`config.mk`:
```
export PLATFORM = sky130hd
export DESIGN_NAME = sram_port_ctrl_flat
export DESIGN_NICKNAME = d
export VERILOG_FILES = /design/src/rtl/sram_port_ctrl_if.sv /design/src/rtl/sram_port_ctrl.sv /design/src/flat_wrapper.sv
export SDC_FILE = /design/constraint.sdc
export NUM_CORES = 1
export LEC_CHECK = 0
export CELL_PAD_IN_SITES_DETAIL_PLACEMENT = 1
export CELL_PAD_IN_SITES_GLOBAL_PLACEMENT = 1
export CORE_MARGIN = 2
export CORE_UTILIZATION = 32
export CTS_BUF_LIST = sky130_fd_sc_hd__clkbuf_4 sky130_fd_sc_hd__clkbuf_8 sky130_fd_sc_hd__clkbuf_16
export CTS_CLUSTER_SIZE = 40
export DETAILED_ROUTE_END_ITERATION = 10
export PLACE_DENSITY_LB_ADDON = 0.25
export SYNTH_ARGS = -nofsm -noshare
export SYNTH_HDL_FRONTEND = slang
export SYNTH_SLANG_ARGS = --single-unit
```
`constraint.sdc`:
```
create_clock -name clk -period 4.2 [get_ports clk]
set_input_delay 1.26 -clock clk [delete_from_list [all_inputs] [get_ports clk]]
set_output_delay 1.26 -clock clk [all_outputs]
set_load 0.02 [all_outputs]
```
`src/rtl/sram_port_ctrl_if.sv`:
```
// sram_port_ctrl_if: single-word request/acknowledge bus between memory manager and SRAM sequencer
// Ports (all signals): req, we, addr[19:0], wdata[31:0], be[3:0] from requester;
//                      ack, rdata[31:0], busy from sequencer.
interface sram_port_ctrl_if;
   logic        req;
   logic        we;
   logic [19:0] addr;
   logic [31:0] wdata;
   logic [3:0]  be;
   logic        ack;
   logic [31:0] rdata;
   logic        busy;
   modport master (output req, we, addr, wdata, be, input ack, rdata, busy);
   modport slave (input req, we, addr, wdata, be, output ack, rdata, busy);
endinterface

```
`src/rtl/sram_port_ctrl.sv`:
```
// sram_port_ctrl: cycle-level timing sequencer for one asynchronous 32-bit SRAM bank
// Ports: clk, rst (sync, active-high); bus (slave side of sram_port_ctrl_if);
//        sram_addr, sram_dq_o, sram_dq_oe, sram_ce_n, sram_oe_n, sram_we_n, sram_be_n to the chip,
//        sram_dq_i from the chip. Every output is a register.
module sram_port_ctrl #(
   parameter int RD_CYC = 2,
   parameter int WR_CYC = 2
) (
   input  logic                 clk,
   input  logic                 rst,
   sram_port_ctrl_if.slave      bus,
   output logic [19:0]          sram_addr,
   output logic [31:0]          sram_dq_o,
   input  logic [31:0]          sram_dq_i,
   output logic                 sram_dq_oe,
   output logic                 sram_ce_n,
   output logic                 sram_oe_n,
   output logic                 sram_we_n,
   output logic [3:0]           sram_be_n
);
   localparam int RD = (RD_CYC < 1) ? 1 : RD_CYC;
   localparam int WR = (WR_CYC < 1) ? 1 : WR_CYC;
   localparam logic [3:0] RD_CNT = 4'(RD - 1);
   localparam logic [3:0] WR_CNT = 4'(WR - 1);
   typedef enum logic [2:0] {IDLE, RD_S, WR_SETUP, WR_PULSE, WR_HOLD} state_t;
   state_t     state;
   logic [3:0] cnt;
   // The pin registers themselves hold the latched request, so later
   // changes on the bus inputs cannot disturb an access in flight.
   always_ff @(posedge clk) begin
      if (rst) begin
         state      <= IDLE;
         cnt        <= 4'd0;
         sram_addr  <= 20'd0;
         sram_dq_o  <= 32'd0;
         sram_dq_oe <= 1'b0;
         sram_ce_n  <= 1'b1;
         sram_oe_n  <= 1'b1;
         sram_we_n  <= 1'b1;
         sram_be_n  <= 4'hF;
         bus.ack    <= 1'b0;
         bus.busy   <= 1'b0;
         bus.rdata  <= 32'd0;
      end else begin
         case (state)
            IDLE: begin
               bus.ack <= 1'b0;
               // Blocking acceptance during the ack cycle forces one turnaround cycle.
               if (bus.req && !bus.ack) begin
                  bus.busy  <= 1'b1;
                  sram_addr <= bus.addr;
                  sram_ce_n <= 1'b0;
                  if (bus.we) begin
                     sram_dq_o  <= bus.wdata;
                     sram_dq_oe <= 1'b1;
                     sram_be_n  <= ~bus.be;
                     sram_we_n  <= 1'b1;
                     state      <= WR_SETUP;
                  end else begin
                     sram_oe_n <= 1'b0;
                     sram_be_n <= 4'h0;
                     cnt       <= RD_CNT;
                     state     <= RD_S;
                  end
               end else begin
                  bus.busy <= 1'b0;
               end
            end
            RD_S: begin
               if (cnt == 4'd0) begin
                  bus.rdata <= sram_dq_i;
                  bus.ack   <= 1'b1;
                  sram_ce_n <= 1'b1;
                  sram_oe_n <= 1'b1;
                  sram_be_n <= 4'hF;
                  state     <= IDLE;
               end else begin
                  cnt <= cnt - 4'd1;
               end
            end
            WR_SETUP: begin
               sram_we_n <= 1'b0;
               cnt       <= WR_CNT;
               state     <= WR_PULSE;
            end
            WR_PULSE: begin
               if (cnt == 4'd0) begin
                  sram_we_n <= 1'b1;
                  state     <= WR_HOLD;
               end else begin
                  cnt <= cnt - 4'd1;
               end
            end
            WR_HOLD: begin
               bus.ack    <= 1'b1;
               sram_dq_oe <= 1'b0;
               sram_ce_n  <= 1'b1;
               sram_be_n  <= 4'hF;
               state      <= IDLE;
            end
            default: state <= IDLE;
         endcase
      end
   end
endmodule

```
`src/flat_wrapper.sv`:
```
// flat-port wrapper written by rule: the top's interface ports become plain ports
module sram_port_ctrl_flat 
#(
   parameter int RD_CYC = 2,
   parameter int WR_CYC = 2
)
  (clk, rst, sram_addr, sram_dq_o, sram_dq_i, sram_dq_oe, sram_ce_n, sram_oe_n, sram_we_n, sram_be_n, bus_req, bus_we, bus_addr, bus_wdata, bus_be, bus_ack, bus_rdata, bus_busy);
  sram_port_ctrl_if bus_i ();
  input  logic clk;
  input  logic rst;
  output logic [19:0] sram_addr;
  output logic [31:0] sram_dq_o;
  input  logic [31:0] sram_dq_i;
  output logic sram_dq_oe;
  output logic sram_ce_n;
  output logic sram_oe_n;
  output logic sram_we_n;
  output logic [3:0] sram_be_n;
  input wire logic [$bits(bus_i.req)-1:0] bus_req;
  input wire logic [$bits(bus_i.we)-1:0] bus_we;
  input wire logic [$bits(bus_i.addr)-1:0] bus_addr;
  input wire logic [$bits(bus_i.wdata)-1:0] bus_wdata;
  input wire logic [$bits(bus_i.be)-1:0] bus_be;
  output wire logic [$bits(bus_i.ack)-1:0] bus_ack;
  output wire logic [$bits(bus_i.rdata)-1:0] bus_rdata;
  output wire logic [$bits(bus_i.busy)-1:0] bus_busy;
  assign bus_i.req = bus_req;
  assign bus_i.we = bus_we;
  assign bus_i.addr = bus_addr;
  assign bus_i.wdata = bus_wdata;
  assign bus_i.be = bus_be;
  assign bus_ack = bus_i.ack;
  assign bus_rdata = bus_i.rdata;
  assign bus_busy = bus_i.busy;
  sram_port_ctrl #(.RD_CYC(RD_CYC), .WR_CYC(WR_CYC)) u_core (.clk(clk), .rst(rst), .bus(bus_i), .sram_addr(sram_addr), .sram_dq_o(sram_dq_o), .sram_dq_i(sram_dq_i), .sram_dq_oe(sram_dq_oe), .sram_ce_n(sram_ce_n), .sram_oe_n(sram_oe_n), .sram_we_n(sram_we_n), .sram_be_n(sram_be_n));
endmodule
```
==> run summary, run 1 <==
===============================================================================
Outcome .......................................................... complete, no violations
Unrepaired setup endpoints after global routing ..................           no
Remaining design rule violation count ............................            0
Internal power summed over all cells .............................      1990 uW
Sw Pwr ...........................................................       904 uW
Switching part of the total power ................................        31.3%
Worst Hold Class ................................................. flip-flop to flip-flop
Number of instances in the synthesized netlist ...................          484
Dominant cells by area after synthesis ........................... sky130_fd_sc_hd__dfxtp_1, sky130_fd_sc_hd__a21oi_1, sky130_fd_sc_hd__a31o_2, sky130_fd_sc_hd__nand3_1, sky130_fd_sc_hd__o21ai_0
Synth Area in Adders .............................................       0.299%
Total of buffers placed on input and output ports ................          185
Post-CTS setup buffer count ......................................            0
Detailed-router iteration count before antenna repair ............            4
Fin crit share ...................................................        69.6%
Post-DR wirelength/cell ..........................................      17.4 um
Min-Delay Path Depth .............................................            2
Post-synth EDFFs .................................................            0
# resized after CTS ..............................................            0
CTS clk-pin slew, worst paths ....................................        70 ps
Clock tree from TritonCTS ........................................         done
Post-synth cell types ............................................           42
Net total in the final layout ....................................          732
Per-instance average area after synthesis ........................   8.63 sq um
Final worst clock skew ...........................................      4.55 ps
Hold buffer count at CTS .........................................            0
CTS buffer count .................................................            9
Die boundary width ...............................................       118 um
Root buffer selected by CTS ...................................... sky130_fd_sc_hd__clkbuf_16
Number of vias in the routed layout ..............................         4273
Register area share after synthesis ..............................        48.4%
Initial Util .....................................................        33.0%
Antenna violations before repair .................................            0
Max Clk Rate .....................................................    0.342 GHz
Pre-CTS worst setup slack ........................................       946 ps
Share of power burned in registers ...............................        38.9%
Die footprint .................................................... 0.0140 sq mm
Fraction of layout instances using a drive strength above 1 ......        9.94%
Synth-to-Final Area Change .......................................        54.4%
Final weighted congestion of routability-driven global placement .        0.753
Maximum count of clock buffers along a single path ...............            2
Placeable core region ............................................ 0.0127 sq mm
Number of instances in the placed design .........................          800
Top-level port count .............................................          186
Count of antenna-violating nets left after detailed routing ......            0
Setup WS post-layout .............................................      1280 ps
Post-route standard cell area excluding fillers .................. 0.00645 sq mm
Detailed Route Iter0 Violations ..................................          277
Count leader, synth .............................................. sky130_fd_sc_hd__dfxtp_1
Detail Placement HPWL ............................................      9490 um
Via count normalized by instance count ...........................         5.24
Compound-gate portion of the synthesized area ....................        27.7%
Number of endpoints failing setup at the final stage .............            0
Ant diodes .......................................................            0
Power share of the clock group ...................................        32.2%
H-tree Lvls ......................................................            3
TNS Setup ........................................................         0 ps
Crit end category ................................................    flip-flop
Pins Over Slew Limit .............................................            0
Via count of the first global-routing pass .......................         4300
Static Leak ......................................................   0.00231 uW
Warnings, synthesis ..............................................            0
Tmin final .......................................................      2920 ps
Ys flop type ..................................................... sky130_fd_sc_hd__dfxtp_1
Largest fanout on the critical path ..............................           23
Xor-xnor portion of the synthesized cell area ....................       0.210%
Logic gate share of total power ..................................        28.8%
Critical path start-end classification ........................... input pin to flip-flop
Worst slew slack as a fraction of its limit ......................        16.0%
Synth async-reset ratio ..........................................           0%
Pin slew with the least headroom to its limit ....................      1260 ps
Placed Area ...................................................... 0.00612 sq mm
# clock sinks ....................................................          101
Pin count of the biggest net entering global routing .............           60
Post-synthesis cell type with the largest combined area .......... sky130_fd_sc_hd__dfxtp_1
Global-route wire length before repair ...........................     22700 um
Most frequent cells after synthesis .............................. sky130_fd_sc_hd__dfxtp_1, sky130_fd_sc_hd__a21oi_1, sky130_fd_sc_hd__nand3_1
Post-Layout Cell Count ...........................................          816
Total global-route track usage ...................................        20.2%
Number of cells traversed by the worst register-to-register path .            3
Worst-Skew Late Latency ..........................................       350 ps
PD cells .........................................................  448 mW/mm^2
Max-cap violations ...............................................            0
Number of synthesized register bits ..............................          101
Synth Cell Area .................................................. 0.00418 sq mm
Required time at the worst-slack endpoint ........................      4470 ps
Fraction of the mapped netlist area in simple logic gates ........        16.5%
Nets in the synthesized netlist ..................................          577
Final global-route overflow total ................................            0
Die height .......................................................       118 um
Highest ir drop seen on vdd ......................................       176 uV
Final number of hold-violating endpoints .........................            0
Site Rows ........................................................           41
Multiplexer share of the synthesized area ........................       0.958%
Data arrival time of the worst path ..............................      3200 ps
Routed wire length ...............................................     14200 um
Critical path launch point type ..................................    input pin
Area share of the leading cell type in the synthesized netlist ...        48.4%
Combinational family with the most area after synthesis .......... compound AO/OA/AOI/OAI gates
===============================================================================
-- critical path, cell delays in order --
cell                              delay (ps)
sky130_fd_sc_hd__clkdlybuf4s50_1         540
sky130_fd_sc_hd__nand2b_1                490
sky130_fd_sc_hd__a2111oi_0               670
sky130_fd_sc_hd__a21boi_0                240
-- layout by cell type, fill, tap and decap left out, drive strengths merged, types with 2 or more instances in the layout --
cell type        n
nand2            6
nand3           54
nand2b          34
nor3             2
o31ai            2
o21a             2
a21oi           88
bufinv           2
buf             11
clkbuf          11
nor2            13
a31o            33
a221oi           6
or3              3
clkdlybuf4s50  184
dfxtp          101
clkinv           2
o32ai            2
mux2i            4
nand3b           2
and3b            2
inv             11
o21ai           52
-- logic make-up (layout without fill, tap and decap cells) --
| logic type | count (synthesis) | count (layout) |
|---|---|---|
| XOR/XNOR | 1 | 1 |
| multiplexers | 4 | 4 |
| buffers and inverters | 62 | 222 |
| AND/OR/NAND/NOR | 124 | 124 |
| adder cells (fa/ha/maj) | 1 | 1 |
| flip-flops | 101 | 101 |
| AO/OA/AOI/OAI | 191 | 191 |
-- path summary, 6_finish.rpt --
kind	start	end	slack, ps
min reg2reg	u_core.bus.busy$_SDFFE_PP0P_	u_core.bus.busy$_SDFFE_PP0P_	460
min	u_core.bus.busy$_SDFFE_PP0P_	u_core.bus.busy$_SDFFE_PP0P_	460
max	bus_req	u_core.state[1]$_SDFFE_PP0P_	1280
max reg2reg	u_core.state[0]$_SDFFE_PP0P_	u_core.bus.rdata[26]$_SDFFE_PP0P_	1840
-- power by group through the flow --
stage	Clock, uW	Combinational [uW]	Sequential, uW
6_report	933	833	1130
5_1_grt	1000	901	1140
4_1_cts	961	842	1130
3_5_place_dp	0	837	1150
3_3_place_gp	0	822	1140
2_1_floorplan	0	366	1240
-- final cells by class --
cell class | count | area, sq um
Clock inverter | 5 | 81.3
Inverter | 11 | 41.3
Fill cell | 1477 | 6220
Sequential cell | 101 | 2020
Timing Repair Buffer | 195 | 1920
Tap cell | 172 | 215
Multi-Input combinational cell | 321 | 1920
Clock buffer | 11 | 253
-- sequential cells by signal (all words and copies together), names as in the netlist --
signal	cells
u_core.sram_dq_o	32
u_core.bus.ack	1
u_core.state	3
u_core.sram_addr	20
u_core.sram_dq_oe	1
u_core.cnt	4
u_core.bus.busy	1
u_core.sram_ce_n	1
u_core.sram_be_n	4
u_core.sram_oe_n	1
u_core.bus.rdata	32
u_core.sram_we_n	1
-- metrics by stage --
stage	total power, uW	utilization [%]	hold slack, ps
after floorplan	1610	-	458
after global placement	1960	48.3	442
after detailed placement	1980	48.3	459
after CTS	2930	50.9	468
after global routing	3040	50.9	487
final	2890	50.9	463
-- routing by layer --
metal | track usage (%) | up-vias | routed length [um]
li1 | - | 2041 | -
met1 | 25.4 | 2052 | 6170
met5 | 0 | - | 0
met3 | 7.24 | 17 | 1300
met4 | 7.53 | 0 | 263
met2 | 31.6 | 163 | 6500
Note: power is estimated with default switching activity, not from simulation.
==> inputs of run 2 (changes only) <==
--- a/config.mk
+++ b/config.mk
@@ -8,7 +8,7 @@
 export CELL_PAD_IN_SITES_DETAIL_PLACEMENT = 1
 export CELL_PAD_IN_SITES_GLOBAL_PLACEMENT = 1
 export CORE_MARGIN = 2
-export CORE_UTILIZATION = 32
+export CORE_UTILIZATION = 27
 export CTS_BUF_LIST = sky130_fd_sc_hd__clkbuf_4 sky130_fd_sc_hd__clkbuf_8 sky130_fd_sc_hd__clkbuf_16
 export CTS_CLUSTER_SIZE = 40
 export DETAILED_ROUTE_END_ITERATION = 10
==> constraint.sdc (replaced) <==
create_clock -name clk -period 2.5 [get_ports clk]
set_input_delay 0.75 -clock clk [delete_from_list [all_inputs] [get_ports clk]]
set_output_delay 0.75 -clock clk [all_outputs]
set_load 0.02 [all_outputs]
==> run summary, run 2 (synthesis gave the netlist of run 1 again) <==
===============================================================================
Worst-Skew Late Latency ..........................................       350 ps
Detailed Route Iter0 Violations ..................................          157
Highest ir drop seen on vdd ......................................       381 uV
Via count normalized by instance count ...........................         5.10
Hold path start .................................................. u_core.bus.busy$_SDFFE_PP0P_
Remaining design rule violation count ............................            0
Power share of the clock group ...................................        31.6%
Most frequent cells in the layout ................................ sky130_fd_sc_hd__clkdlybuf4s50_1, sky130_fd_sc_hd__dfxtp_1, sky130_fd_sc_hd__a21oi_1
Critical path start-end classification ........................... flip-flop to output pin
Top-level port count .............................................          186
Net total in the final layout ....................................          742
CTS buffer count .................................................            9
Hold buffer count at CTS .........................................            0
Internal power summed over all cells .............................      3350 uW
Number of endpoints failing setup at the final stage .............            0
Detail Placement HPWL ............................................     10400 um
Switching part of the total power ................................        31.3%
Reg area ......................................................... 0.00202 sq mm
Launching instance or port of the critical path .................. u_core.bus.ack$_SDFFE_PP0P_
CP delay by family, top .......................................... buffers and inverters
H-tree Lvls ......................................................            3
Largest fanout on the critical path ..............................            7
Reg-to-reg startpoint ............................................ u_core.cnt[0]$_SDFFE_PP0P_
Static Leak ......................................................   0.00236 uW
Outcome .......................................................... complete, no violations
Final global-route overflow total ................................            0
Placed Area ...................................................... 0.00622 sq mm
Worst stage delay on the critical path ...........................       660 ps
Footprint of the multi-input gates ............................... 0.00192 sq mm
Fin crit share ...................................................        87.0%
Routed wire length ...............................................     14700 um
Antenna violations before repair .................................            1
Pins Over Slew Limit .............................................            0
Total of buffers placed on input and output ports ................          185
Worst Hold Class ................................................. flip-flop to flip-flop
Placeable core region ............................................ 0.0151 sq mm
# resized after CTS ..............................................            0
Pin count of the biggest net entering global routing .............           55
Share of power burned in registers ...............................        38.6%
Synth-to-Final Area Change .......................................        56.8%
Post-route standard cell area excluding fillers .................. 0.00655 sq mm
Commonest non-fill, non-tap cell in the layout ................... sky130_fd_sc_hd__clkdlybuf4s50_1
Die footprint .................................................... 0.0165 sq mm
Via count of the first global-routing pass .......................         4520
Buffer and inverter count on the worst path ......................            1
TNS Setup ........................................................         0 ps
Site Rows ........................................................           45
Fillers ..........................................................         1693
Crit-path cells .................................................. clkdlybuf4s50_1
Die boundary width ...............................................       128 um
Clock tree from TritonCTS ........................................         done
Worst slew slack as a fraction of its limit ......................        60.4%
Sw Pwr ...........................................................      1520 uW
Top Registers .................................................... u_core.bus.rdata: 32 flops, u_core.sram_dq_o: 32 flops, u_core.sram_addr: 20 flops
Logic gate share of total power ..................................        29.9%
Root buffer selected by CTS ...................................... sky130_fd_sc_hd__clkbuf_16
Crit end category ................................................   output pin
# clock sinks ....................................................          101
Detailed-router iteration count before antenna repair ............            4
Post-Layout Cell Count ...........................................          842
Die height .......................................................       128 um
Critical path launch point type ..................................    flip-flop
Tmin final .......................................................      2180 ps
Pin slew with the least headroom to its limit ....................       595 ps
Number of vias in the routed layout ..............................         4293
Max-cap violations ...............................................            0
Ant diodes .......................................................            0
Fraction of layout instances using a drive strength above 1 ......        11.3%
CTS clk-pin slew, worst paths ....................................        70 ps
Unrepaired setup endpoints after global routing ..................           no
Max Clk Rate .....................................................    0.460 GHz
Total global-route track usage ...................................        17.5%
Data arrival time of the worst path ..............................      1430 ps
Final worst clock skew ...........................................      8.56 ps
Count of antenna-violating nets left after detailed routing ......            0
Initial Util .....................................................        27.6%
Final weighted congestion of routability-driven global placement .        0.746
Final number of hold-violating endpoints .........................            0
Global-route wire length before repair ...........................     23100 um
Required time at the worst-slack endpoint ........................      1750 ps
Number of instances in the placed design .........................          826
Standard cell with the maximum stage delay on the critical path .. sky130_fd_sc_hd__clkdlybuf4s50_1
Post-DR wirelength/cell ..........................................      17.5 um
Maximum count of clock buffers along a single path ...............            2
PD cells .........................................................  744 mW/mm^2
Post-CTS setup buffer count ......................................            0
Final Hold Slack .................................................       459 ps
===============================================================================
## run 2: through the flow
step / setup slack (ps) / total power [uW] / utilization (%)
final: 325 / 4870 / 43.3
after global routing: 245 / 5130 / 43.3
after CTS: 300 / 4950 / 43.3
after detailed placement: 94.1 / 3380 / 41.1
after global placement: 187 / 3340 / 41.1
after floorplan: 636 / 2700 / -
## run 2: path summary, 6_finish.rpt
| path | slack [ps] | endpoint | cells after the start |
|---|---|---|---|
| max | 320 | bus_ack | 1 |
| min reg2reg | 460 | u_core.bus.busy$_SDFFE_PP0P_ | 2 |
| max reg2reg | 530 | u_core.bus.rdata[31]$_SDFFE_PP0P_ | 6 |
| min | 460 | u_core.bus.busy$_SDFFE_PP0P_ | 2 |
## run 2: routing by layer
metal  global-route usage, %  wire, um  up-vias
li1                        -         -     2065
met1                    21.4      6460     2064
met2                    28.3      6590      148
met3                    7.36      1450       14
met4                    5.30       213        2
met5                       0        13        -
## run 2: power by group through the flow
stage	clock [uW]	sequential [uW]	combinational, uW
2_1_floorplan	0	2090	614
3_3_place_gp	0	1910	1430
3_5_place_dp	0	1920	1460
4_1_cts	1600	1880	1470
5_1_grt	1660	1900	1570
6_report	1540	1880	1450
## run 2: cell type report
class | count | area share (%)
Sequential cell | 101 | 30.9
Clock inverter | 5 | 1.26
Multi-Input combinational cell | 321 | 29.2
Timing Repair Buffer | 205 | 30.7
Tap cell | 188 | 3.59
Inverter | 11 | 0.630
Clock buffer | 11 | 3.76
